[src/rtl/pipeline_pkg.sv]
// Shared pipeline types: branch opcodes, branch-unit FSM states and the
// default program-counter width.
package pipeline_pkg;

  localparam int BUS_COUNTER_DEFAULT = 5;

  typedef enum logic [2:0] {
    BR_NONE = 3'd0,
    BR_JMP  = 3'd1,
    BR_BEQ  = 3'd2,
    BR_BNE  = 3'd3,
    BR_BLT  = 3'd4,
    BR_CALL = 3'd5,
    BR_RET  = 3'd6
  } br_op_t;

  typedef enum logic [1:0] {
    ST_IDLE     = 2'd0,
    ST_REDIRECT = 2'd1,
    ST_FLUSH    = 2'd2
  } bu_state_t;

endpackage

[src/rtl/return_stack.sv]
// Circular LIFO of return addresses; a push when full overwrites the oldest
// entry, so the most recent DEPTH calls are always recoverable.
module return_stack #(
  parameter int DEPTH = 4,
  parameter int WIDTH = 5
) (
  input  logic             clk,
  input  logic             rst,
  input  logic             push,
  input  logic             pop,
  input  logic [WIDTH-1:0] push_data,
  output logic [WIDTH-1:0] pop_data,
  output logic             full,
  output logic             empty
);

  localparam int PW = $clog2(DEPTH);

  logic [WIDTH-1:0] mem [DEPTH];
  logic [PW-1:0]    ptr_q, ptr_d;
  logic [PW:0]      count_q, count_d;
  logic [PW-1:0]    top_idx;

  // ptr_q is the next free slot, so the top of stack sits one below it.
  assign top_idx  = ptr_q - PW'(1);
  assign pop_data = mem[top_idx];
  assign full     = (count_q == (PW+1)'(DEPTH));
  assign empty    = (count_q == '0);

  always_comb begin
    ptr_d   = ptr_q;
    count_d = count_q;
    if (push) begin
      ptr_d = ptr_q + PW'(1);
      if (!full) count_d = count_q + (PW+1)'(1);
    end else if (pop && !empty) begin
      ptr_d   = top_idx;
      count_d = count_q - (PW+1)'(1);
    end
  end

  always_ff @(posedge clk) begin
    if (rst) begin
      ptr_q   <= '0;
      count_q <= '0;
    end else begin
      ptr_q   <= ptr_d;
      count_q <= count_d;
    end
  end

  always_ff @(posedge clk) begin
    if (push) mem[ptr_q] <= push_data;
  end

endmodule

[src/rtl/branch_unit.sv]
// Branch resolution and PC redirect with post-branch flush sequencing.
// Define BRANCH_UNIT_RAS_EN to build in the return-address stack for CALL/RET.
module branch_unit
  import pipeline_pkg::*;
#(
  parameter int BUS_COUNTER  = BUS_COUNTER_DEFAULT,
  parameter int FLUSH_CYCLES = 2,
  parameter int RAS_DEPTH    = 4
) (
  input  logic                   clk,
  input  logic                   rst,
  input  logic                   stall,
  input  logic                   br_valid,
  input  logic [2:0]             br_op,
  input  logic [BUS_COUNTER-1:0] br_target,
  input  logic [BUS_COUNTER-1:0] br_pc,
  input  logic                   flag_z,
  input  logic                   flag_n,
  output logic                   jmp,
  output logic [BUS_COUNTER-1:0] jmp_in,
  output logic                   flush,
  output logic                   busy,
  output logic                   ras_err
);

  bu_state_t              state_q, state_d;
  logic [2:0]             cnt_q, cnt_d;
  logic [BUS_COUNTER-1:0] tgt_q, tgt_d;
  br_op_t                 op;
  logic                   accept;
  logic                   taken;
  logic [BUS_COUNTER-1:0] target;

  assign op     = br_op_t'(br_op);
  assign accept = br_valid && (state_q == ST_IDLE);

`ifdef BRANCH_UNIT_RAS_EN
  logic                   ras_push, ras_pop, ras_full, ras_empty, err_set;
  logic                   err_q, err_d;
  logic [BUS_COUNTER-1:0] ras_top, ret_addr;

  assign ret_addr = br_pc + BUS_COUNTER'(1);

  return_stack #(
    .DEPTH (RAS_DEPTH),
    .WIDTH (BUS_COUNTER)
  ) u_ras (
    .clk       (clk),
    .rst       (rst),
    .push      (ras_push),
    .pop       (ras_pop),
    .push_data (ret_addr),
    .pop_data  (ras_top),
    .full      (ras_full),
    .empty     (ras_empty)
  );

  assign err_d   = err_q | err_set;
  assign ras_err = err_q;

  always_ff @(posedge clk) begin
    if (rst) err_q <= 1'b0;
    else     err_q <= err_d;
  end
`else
  logic unused_pc;
  assign unused_pc = ^br_pc;
  assign ras_err   = 1'b0;
`endif

  // Branch decision: only evaluated while idle, so busy cycles never touch the stack.
  always_comb begin
    taken  = 1'b0;
    target = br_target;
`ifdef BRANCH_UNIT_RAS_EN
    ras_push = 1'b0;
    ras_pop  = 1'b0;
    err_set  = 1'b0;
`endif
    if (accept) begin
      case (op)
        BR_JMP: taken = 1'b1;
        BR_BEQ: taken = flag_z;
        BR_BNE: taken = ~flag_z;
        BR_BLT: taken = flag_n;
        BR_CALL: begin
          taken = 1'b1;
`ifdef BRANCH_UNIT_RAS_EN
          ras_push = 1'b1;
          err_set  = ras_full;
`endif
        end
`ifdef BRANCH_UNIT_RAS_EN
        BR_RET: begin
          if (!ras_empty) begin
            taken   = 1'b1;
            ras_pop = 1'b1;
            target  = ras_top;
          end else begin
            err_set = 1'b1;
          end
        end
`endif
        default: ;
      endcase
    end
  end

  // cnt_q holds the flush cycles still owed, including the current one.
  always_comb begin
    state_d = state_q;
    cnt_d   = cnt_q;
    tgt_d   = tgt_q;
    case (state_q)
      ST_IDLE: begin
        if (taken) begin
          state_d = ST_REDIRECT;
          cnt_d   = 3'(FLUSH_CYCLES);
          tgt_d   = target;
        end
      end
      ST_REDIRECT: begin
        state_d = ST_FLUSH;
        if (!stall) begin
          cnt_d = cnt_q - 3'd1;
          if (cnt_q == 3'd1) state_d = ST_IDLE;
        end
      end
      ST_FLUSH: begin
        if (!stall) begin
          cnt_d = cnt_q - 3'd1;
          if (cnt_q == 3'd1) state_d = ST_IDLE;
        end
      end
      default: state_d = ST_IDLE;
    endcase
  end

  always_ff @(posedge clk) begin
    if (rst) begin
      state_q <= ST_IDLE;
      cnt_q   <= '0;
      tgt_q   <= '0;
    end else begin
      state_q <= state_d;
      cnt_q   <= cnt_d;
      tgt_q   <= tgt_d;
    end
  end

  // jmp lives only in REDIRECT, which always lasts exactly one cycle.
  assign jmp    = (state_q == ST_REDIRECT);
  assign flush  = (state_q != ST_IDLE);
  assign busy   = (state_q != ST_IDLE);
  assign jmp_in = tgt_q;

endmodule
[config.mk]
export PLATFORM = sky130hd
export DESIGN_NAME = branch_unit
export DESIGN_NICKNAME = d
export VERILOG_FILES = /design/src/rtl/pipeline_pkg.sv /design/src/rtl/return_stack.sv /design/src/rtl/branch_unit.sv
export SDC_FILE = /design/constraint.sdc
export NUM_CORES = 1
export LEC_CHECK = 0
export CORE_MARGIN = 4
export CORE_UTILIZATION = 40
export CTS_BUF_LIST = sky130_fd_sc_hd__clkbuf_16
export DETAILED_ROUTE_END_ITERATION = 10
export GPL_TIMING_DRIVEN = 0
export PLACE_DENSITY = 0.76
export SYNTH_ARGS = -nofsm -noshare
export SYNTH_HDL_FRONTEND = slang
export SYNTH_HIERARCHICAL = 1
export SYNTH_SLANG_ARGS = --single-unit
export TNS_END_PERCENT = 20
[constraint.sdc]
create_clock -name clk -period 1.92 [get_ports clk]
set_input_delay 0.384 -clock clk [delete_from_list [all_inputs] [get_ports clk]]
set_output_delay 0.384 -clock clk [all_outputs]
set_load 0.02 [all_outputs]
==> metrics.cfg <==
[clocking]
htreeDepth = 1
cts_sinks = 10
cts_made_buffers = 3
clk_path_buf_depth = 2
cts_setup_buffers = 0
clk_latency_ns = 0.23
cts.clk_slew.worst_paths_ns = 0.04
ctsHoldBuffers = 0
cts_tree = done
root_buffer = clkbuf_16

[sta]
fmax_ghz = 0.542
hold_slack_ns = 0.464
setup_viol = 0
skew_ns = 0.00307
final-hold-violation-count = 0
grt_setup_unrepaired = false
slew_viol_final = 0
timing.final.crit_share_pct = 96.1
period_minus_slack_ns = 1.84

[drt]
ant_nets = 0
routed_via_density = 5.15
dr_total_vias = 587
dr.pass1.iters = 4
wl_per_cell_um = 12.9
drt-initial-drc-count = 7
drc = 0
wirelength_mm = 1.47

[global_route]
grt_pass1_wl_mm = 2.39
grt_overflow = 0
antenna_found_initial = 0
grt_max_degree = 11
grt.total_usage_pct = 12.9
grt_pass1_vias = 566

[yosys]
synth_cell_type_count = 27
postSynthNetCount = 99
syn_area_um2 = 653
ys.flop_type = dfxtp_1
seq_area_frac_synth_pct = 30.7
ys_top_cells_by_area = dfxtp_1 31%, mux2i_1 12%, ha_1 11%
synth-seq-cells = 10
synth_top_area_cell = dfxtp_1
ys_async_sr_fraction_pct = 0
syn_inst = 74
avgSynthCellArea_um2 = 8.83
yosysWarnings = 6
synth-edff-count = 0
yosysTopAreaCellShare_pct = 30.7

[worst_setup_path]
end_kind = output port
cp.arrival_ns = 1.46
required_ns = 1.54
worstSetupPathType = reg -> out
cp_max_fo = 4
start_kind = register

[cells_and_area]
stdcell_count = 114
fin_util_pct = 62.8
design_area_um2 = 957
antenna_cells = 0
layout-drive-gt1-share_pct = 10.2
final_nets = 125
area_growth_pct = 46.6

[floorplanning]
die_y_um = 48.4
die_area_mm2 = 0.00234
row_count = 14
start_util_pct = 42.9
pin_count = 28
die-width_um = 48.4
coreArea_mm2 = 0.00152

[flow_run]
cap_violations = 0

[placed_design]
dp_hpwl_mm = 1.10
port_buffers = 21
gp_congestion = 0.711
placed_cell_area_um2 = 883
placedCellCount = 111

[power]
power_mw = 1.24
p_leak_nw = 0.400
irDropWorstVdd_mv = 0.854
powerDensity_mw_per_mm2 = 1290

[outcome]
status = completed

[hold_path]
hold_class = reg -> reg

[flip-flops by register name, summed over array words and instances, names as in the netlist]
| register | cells |
|---|---|
| jmp_in | 5 |
| cnt_q | 3 |
| state_q | 2 |
[what timing repair did]
action                     in CTS  in global routing
gates resized for setup         2                  2
setup endpoints to repair       2                  1
pin swaps                       0                  0
[critical path, stage by stage, from the launching register on]
cell and delay, ns:
dfxtp_1 0.30, inv_1 0.12, ha_1 0.19, clkdlybuf4s50_1 0.61
[Yosys cell counts, types with 2 or more instances]
| library cell | instances |
|---|---|
| nand2_1 | 16 |
| dfxtp_1 | 10 |
| mux2i_1 | 8 |
| inv_1 | 7 |
| ha_1 | 6 |
| a21oi_1 | 2 |
| buf_4 | 2 |
| nand3b_1 | 2 |
| nor2b_1 | 2 |
| nor3b_1 | 2 |
[per-stage QoR]
stage | setup slack, ns | setup TNS (ns)
6_report | 0.0754 | 0
5_1_grt | 0.0217 | 0
4_1_cts | 0.0150 | 0
3_5_place_dp | -0.105 | -0.201
3_3_place_gp | -0.0824 | -0.144
2_1_floorplan | 0.241 | 0
[final timing paths]
kind,to,depth (start not counted),startpoint,slack [ns]
worst max-delay path,jmp,3,state_q[1]$_SDFFE_PP0P_,0.08
worst min-delay path,jmp_in[1]$_SDFFE_PP0P_,2,jmp_in[1]$_SDFFE_PP0P_,0.46
worst max register to register,cnt_q[1]$_SDFFE_PP0P_,6,state_q[0]$_SDFFE_PP0P_,0.20
worst min register to register,jmp_in[1]$_SDFFE_PP0P_,2,jmp_in[1]$_SDFFE_PP0P_,0.46
[cell type report]
class	count	area, um2
fillers	140	567
clock buffers	3	75.1
plain buffers	3	18.8
flip-flops and latches	10	200
repair buffers	21	209
multi-input cells	54	408
well taps	16	20.0
inverters	7	26.3
[logic make-up after synthesis]
| kind of cell | synth area share, % |
|---|---|
| compound gates | 13.0 |
| other cells | 0.574 |
| simple gates | 23.4 |
| fa+ha+maj | 11.5 |
| mux | 14.0 |
| flops | 30.7 |
| buf+inv | 6.90 |
[layout by cell type, fill, tap and decap left out, types with 2 or more instances in the layout]
| cell | count |
|---|---|
| mux2i_1 | 8 |
| nor2b_1 | 2 |
| clkbuf_16 | 3 |
| inv_1 | 6 |
| ha_1 | 6 |
| nand3b_1 | 2 |
| nor3b_1 | 2 |
| nand2_1 | 16 |
| a21oi_1 | 2 |
| dfxtp_1 | 10 |
| clkdlybuf4s50_1 | 19 |
| buf_4 | 2 |
[power breakdown]
part	internal (mW)	switching (mW)	leakage, nW
Sequential	0.258	0.0291	0.0817
Clock	0.269	0.0865	0.0370
Combinational	0.278	0.316	0.281
[metal layers]
metal  vias up  global-route usage, %  share of wire (%)
li1        301                      -                  -
met1       260                   14.1                 43
met2        23                   20.9                 46
met3         3                   3.68                8.2
met4         0                   9.68                2.5
met5         -                      0                  0
(Power assumes the default switching activity.)
